[src/rtl/powlib_lvlfifo.sv]
// rtl/powlib_lvlfifo.sv - single-clock valid/ready FIFO with level, nearly-full/empty flags, flush and optional output register
module powlib_lvlfifo #(
  parameter int    W    = 16,
  parameter int    D    = 8,
  parameter int    OREG = 0,
  parameter int    NFS  = 0,
  parameter int    NES  = 0,
  parameter int    EDBG = 0,
  parameter string ID   = "LVLFIFO",
  localparam int   CAP  = D + OREG,
  localparam int   LW   = $clog2(CAP + 1)
) (
  input  logic          clk,
  input  logic          rst,
  input  logic          clr,
  input  logic [W-1:0]  wrdata,
  input  logic          wrvld,
  output logic          wrrdy,
  output logic          wrnf,
  output logic [W-1:0]  rddata,
  output logic          rdvld,
  input  logic          rdrdy,
  output logic          rdne,
  output logic [LW-1:0] lvl
);

  localparam int PW = (D > 1) ? $clog2(D) : 1;
  localparam int CW = $clog2(D + 1);

  // Illegal parameter sets stop elaboration with the instance identifier.
  if (D < 2) begin : g_bad_depth
    $fatal(1, "%s: D must be at least 2", ID);
  end
  if (NFS < 0 || NFS >= CAP) begin : g_bad_nfs
    $fatal(1, "%s: NFS must lie in 0..CAP-1", ID);
  end
  if (NES < 0 || NES >= CAP) begin : g_bad_nes
    $fatal(1, "%s: NES must lie in 0..CAP-1", ID);
  end
  if (OREG < 0 || OREG > 1 || EDBG < 0 || EDBG > 1) begin : g_bad_flags
    $fatal(1, "%s: OREG and EDBG must be 0 or 1", ID);
  end

  logic [W-1:0]  r_mem [D];
  logic [PW-1:0] r_wrptr;
  logic [PW-1:0] r_rdptr;
  logic [CW-1:0] r_ram_cnt;
  logic [LW-1:0] r_lvl;

  logic w_wrinc;
  logic w_rdinc;
  logic w_ramrd;
  logic w_ram_ne;

  // Pointers wrap explicitly at D-1 so non-power-of-2 depths use every slot.
  function automatic logic [PW-1:0] f_next(input logic [PW-1:0] p);
    return (p == PW'(D - 1)) ? '0 : p + 1'b1;
  endfunction

  // Write readiness only looks at RAM occupancy, never at the read side.
  assign wrrdy    = (r_ram_cnt < CW'(D));
  assign w_ram_ne = (r_ram_cnt != '0);
  assign w_wrinc  = wrvld & wrrdy;
  assign w_rdinc  = rdvld & rdrdy;

  if (OREG != 0) begin : g_oreg
    logic [W-1:0] r_odata;
    logic         r_ovld;

    // RAM head moves into the output register whenever that register is free or being drained.
    assign w_ramrd = w_ram_ne & (~r_ovld | w_rdinc);
    assign rdvld   = r_ovld;
    assign rddata  = r_odata;

    // Output register: refill from RAM, otherwise drop validity once consumed.
    always_ff @(posedge clk or negedge rst) begin
      if (!rst) begin
        r_ovld  <= 1'b0;
        r_odata <= '0;
      end else if (clr) begin
        r_ovld  <= 1'b0;
      end else if (w_ramrd) begin
        r_ovld  <= 1'b1;
        r_odata <= r_mem[r_rdptr];
      end else if (w_rdinc) begin
        r_ovld  <= 1'b0;
      end
    end
  end else begin : g_fwft
    // First-word fall-through: the RAM head is presented directly.
    assign w_ramrd = w_rdinc;
    assign rdvld   = w_ram_ne;
    assign rddata  = r_mem[r_rdptr];
  end

  // Storage array; contents are deliberately left unreset.
  always_ff @(posedge clk) begin
    if (w_wrinc && !clr) begin
      r_mem[r_wrptr] <= wrdata;
    end
  end

  // Pointer and RAM occupancy bookkeeping; flush wins over any same-cycle transfer.
  always_ff @(posedge clk or negedge rst) begin
    if (!rst) begin
      r_wrptr   <= '0;
      r_rdptr   <= '0;
      r_ram_cnt <= '0;
    end else if (clr) begin
      r_wrptr   <= '0;
      r_rdptr   <= '0;
      r_ram_cnt <= '0;
    end else begin
      if (w_wrinc) begin
        r_wrptr <= f_next(r_wrptr);
      end
      if (w_ramrd) begin
        r_rdptr <= f_next(r_rdptr);
      end
      case ({w_wrinc, w_ramrd})
        2'b10:   r_ram_cnt <= r_ram_cnt + 1'b1;
        2'b01:   r_ram_cnt <= r_ram_cnt - 1'b1;
        default: r_ram_cnt <= r_ram_cnt;
      endcase
    end
  end

  // Total level counts words accepted in minus words handed out, including the output register.
  always_ff @(posedge clk or negedge rst) begin
    if (!rst) begin
      r_lvl <= '0;
    end else if (clr) begin
      r_lvl <= '0;
    end else begin
      case ({w_wrinc, w_rdinc})
        2'b10:   r_lvl <= r_lvl + 1'b1;
        2'b01:   r_lvl <= r_lvl - 1'b1;
        default: r_lvl <= r_lvl;
      endcase
    end
  end

  assign lvl  = r_lvl;
  assign wrnf = (r_lvl >= LW'(CAP - NFS));
  assign rdne = (r_lvl <= LW'(NES));

endmodule

[config.mk]
export PLATFORM = sky130hd
export DESIGN_NAME = powlib_lvlfifo
export DESIGN_NICKNAME = d
export VERILOG_FILES = /design/src/rtl/powlib_lvlfifo.sv
export SDC_FILE = /design/constraint.sdc
export NUM_CORES = 1
export LEC_CHECK = 0
export ABC_CLOCK_PERIOD_IN_PS = 4100
export CORE_MARGIN = 5
export CORE_UTILIZATION = 23
export CTS_CLUSTER_DIAMETER = 50
export DETAILED_ROUTE_END_ITERATION = 10
export PLACE_DENSITY_LB_ADDON = 0.12
export SLEW_MARGIN = 10
export SYNTH_ARGS = -nofsm -noshare
export SYNTH_HDL_FRONTEND = slang
export SYNTH_SLANG_ARGS = --single-unit
[constraint.sdc]
create_clock -name clk -period 4.1 [get_ports clk]
set_clock_uncertainty 0.2 [all_clocks]
set_input_delay 0.615 -clock clk [delete_from_list [all_inputs] [get_ports clk]]
set_output_delay 0.615 -clock clk [all_outputs]
set_load 0.03 [all_outputs]
==> results by group <==
GRT
  – GRT Residual Overflow: 0
  – Largest net degree at the start of global routing: 21
  – First-pass GRT wire length: 19700 um
  – Initial antenna violation count: 1
  – Vias in the first global route: 3145
  – Gr usage total: 0.0965

Placed design
  – Final GP Congestion: 0.691
  – Port Buffer Count: 44
  – DPL Wire Length: just under 8000 um
  – Worst slack, placed: approximately 840 ps

Critical path
  – Worst setup EP type: output pin
  – R2r startpoint: r_ram_cnt[0]$_DFFE_PN0P_
  – CP cell instances: buf_12 -> mux4_2 -> mux2_2 -> clkdlybuf4s50_1
  – Startpoint Class: register
  – Worst reg-to-reg setup slack: ~1600 ps
  – Worst EP arrival: between 2000 and 3000 ps
  – Crit-path max FO: 20
  – CP peak stage delay: between 600 and 700 ps
  – Crit path depth: 4
  – Reg2Reg Depth: 6
  – Top delay family on crit path: buffers and inverters
  – Critical path type: reg2out
  – CP bufs+invs: 2
  – R2r endpoint: r_ram_cnt[3]$_DFFE_PN0P_
  – Required @ worst endpoint: about 3300 ps
  – Crit path max-delay cell type: dfrtp_2

Drt
  – 1st-iter DRT viols: 162
  – DRC: 0
  – First drt pass iteration count: 4
  – Vias: just under 3000
  – WL per Instance: between 15 and 20 um
  – Post-DRT Antenna Nets: 0
  – Final wirelength: ~13000 um
  – Vias per std cell: a little over 4

Timing
  – Final hold violations: 0
  – Period utilization: 0.879
  – Max Slew Vio Count: 0
  – FMAX: roughly 280 MHz
  – TNS Setup: 0 ps
  – Final setup margin: between 400 and 500 ps
  – Slew margin rel.: 0.458
  – Worst-Margin Slew: between 800 and 900 ps
  – RSZ-0062 raised after global routing: no
  – Final min period: ~3600 ps
  – Final setup violating endpoints: 0

Synthesis
  – Synth Area per Inst: between 15 and 20 um^2
  – Top-area cell type share of the netlist area: 0.664
  – Synthesized Nets: 330
  – Ys async rst share: 0.0986
  – Top cells by area, synth: edfxtp_1 (66%), mux4_2 (12%), dfrtp_1 (6.0%)
  – Post-synthesis sequential area ratio: 0.724
  – Post-Syn Area: around 0.0058 mm^2
  – Count of state elements after synthesis: 142
  – Yosys cell types: 36
  – Post-synth EDFFs: 128
  – Top-count cell post-synth: edfxtp_1
  – Synth top cells by count: edfxtp_1 (128), mux4_2 (32), nand2_1 (18)
  – Synth Warn #: 0
  – Synth area leader: edfxtp_1
  – Synth Instances: about 300
  – Main synth FF type: edfxtp_1

Hold path
  – Hold wc startpoint: lvl[2]$_DFFE_PN0P_
  – Worst Hold Path EP: lvl[2]$_DFFE_PN0P_
  – Hold WC Path Type: reg2reg
  – Hold Crit Depth: 2

Floorplan
  – Full die area: approximately 0.028 mm^2
  – Core footprint: 0.0250 mm^2
  – I/O pins: 45
  – Cell row count: 58
  – Starting Density: 0.232
  – Die Y: about 170 um
  – Die Width: between 150 and 200 um

Job
  – Max Cap Violations: 0

Clock tree
  – Clock Latency Late Sink: between 400 and 500 ps
  – CTS root buffer: clkbuf_16
  – Hold Buf Count CTS: 0
  – Clock sinks: between 100 and 150
  – Clock buffer depth: 2
  – Total CTS buffers: 17
  – Post-CTS Repair Setup Buffers: 0
  – PostCTS Resize Cnt: 0
  – H-tree lvl count: 4
  – Clock transition at the registers of the reported paths: 60 ps
  – CTS tree: yes

Run status
  – Status: completed

Pwr
  – LEAKAGE: between 2 and 2.5 nW
  – Pwr/cell area: approximately 630 mW/mm^2
  – Maximum VDD drop: about 0.30 mV

Final layout
  – Layout Utilization: 0.292
  – Ratio of cells with drive above 1 in the final layout: 0.272
  – Antenna Cells: 0
  – Fillers: 2501
  – Layout Nets: a little under 400
  – Area grow syn2layout: 26.0%
## worst max-delay path by stage
stage	from	end	slack, ps
6_report	r_rdptr[0]$_DFFE_PN0P_	rddata[14]	490
5_1_grt	r_rdptr[0]$_DFFE_PN0P_	rddata[4]	310
4_1_cts	r_rdptr[0]$_DFFE_PN0P_	rddata[14]	380
3_5_place_dp	r_rdptr[0]$_DFFE_PN0P_	rddata[14]	840
3_3_place_gp	r_rdptr[0]$_DFFE_PN0P_	rddata[14]	850
2_1_floorplan	wrvld	r_mem[0][0]$_DFFE_PP_	1180
## report_power, final
group	internal (mW)	switching, mW	total [mW]
combinational	0.588	0.641	1.23
clock	0.960	0.604	1.56
sequential	1.66	0.113	1.77
total	3.20	1.36	4.56
## area by class of cell
| class | instances | area, um^2 | area share |
|---|---|---|---|
| clock buffers | 19 | 433 | 0.0593 |
| clock inverters | 13 | 163 | 0.0223 |
| inverters | 3 | 11.3 | 0.00154 |
| multi-input cells | 141 | 1500 | 0.206 |
| flip-flops and latches | 142 | 4200 | 0.575 |
| well taps | 330 | 413 | 0.0566 |
| repair buffers | 61 | 581 | 0.0795 |
## metrics by stage
step           cells  instance area [um^2]  total power [mW]  hold WS [ps]
6_report         709                  7300              4.56           377
3_5_place_dp     677                  6700              3.06           376
2_1_floorplan    301                  5790              2.63           119
4_1_cts          709                  7300              4.65           385
5_1_grt          709                  7300              4.80           407
3_3_place_gp     677                  6700              3.06           364
## logic make-up (layout without fill, tap and decap cells)
logic type                 after synthesis  in the layout  synth area share
adders and majority gates                8              8            0.0173
AOI/OAI and AO/OA                       24             24            0.0296
muxes                                   48             48             0.156
xor gates and xnor gates                 4              4           0.00605
buffers and inverters                   18             96            0.0179
and+or+nand+nor                         57             57            0.0495
DFF                                    142            142             0.724
## worst reg2reg max path: cells and delay by family (launching register included)
family	cells	cell delay [ps]
AO/OA/AOI/OAI	4	1270
flip-flops	1	490
adder cells (fa/ha/maj)	1	370
AND/OR/NAND/NOR	1	140
## sequential cells by signal (all words and copies together), names as in the netlist
name	count
r_ram_cnt	4
r_wrptr	3
r_rdptr	3
r_mem	128
lvl	4
## cells in the final DEF (no fill, tap or decap), drive strengths merged, types with 3 or more instances in the layout
| master | netlist | layout |
|---|---|---|
| clkinv | 0 | 5 |
| buf | 7 | 17 |
| inv | 3 | 6 |
| mux2 | 16 | 16 |
| dfrtp | 14 | 14 |
| nand3 | 3 | 3 |
| nand2b | 3 | 3 |
| mux4 | 32 | 32 |
| bufinv | 0 | 3 |
| nor2 | 16 | 16 |
| ha | 8 | 8 |
| a21oi | 13 | 13 |
| edfxtp | 128 | 128 |
| nor3 | 7 | 7 |
| clkdlybuf4s50 | 0 | 44 |
| o21ai | 5 | 5 |
| clkbuf | 8 | 19 |
| nand2 | 18 | 18 |
## per-layer routing
metal  global-route usage  wire, um
met2                0.152      6320
met5                    0        10
met4               0.0346       218
met3               0.0334       415
met1                0.124      6160
Power figures use the tool's default switching activity.
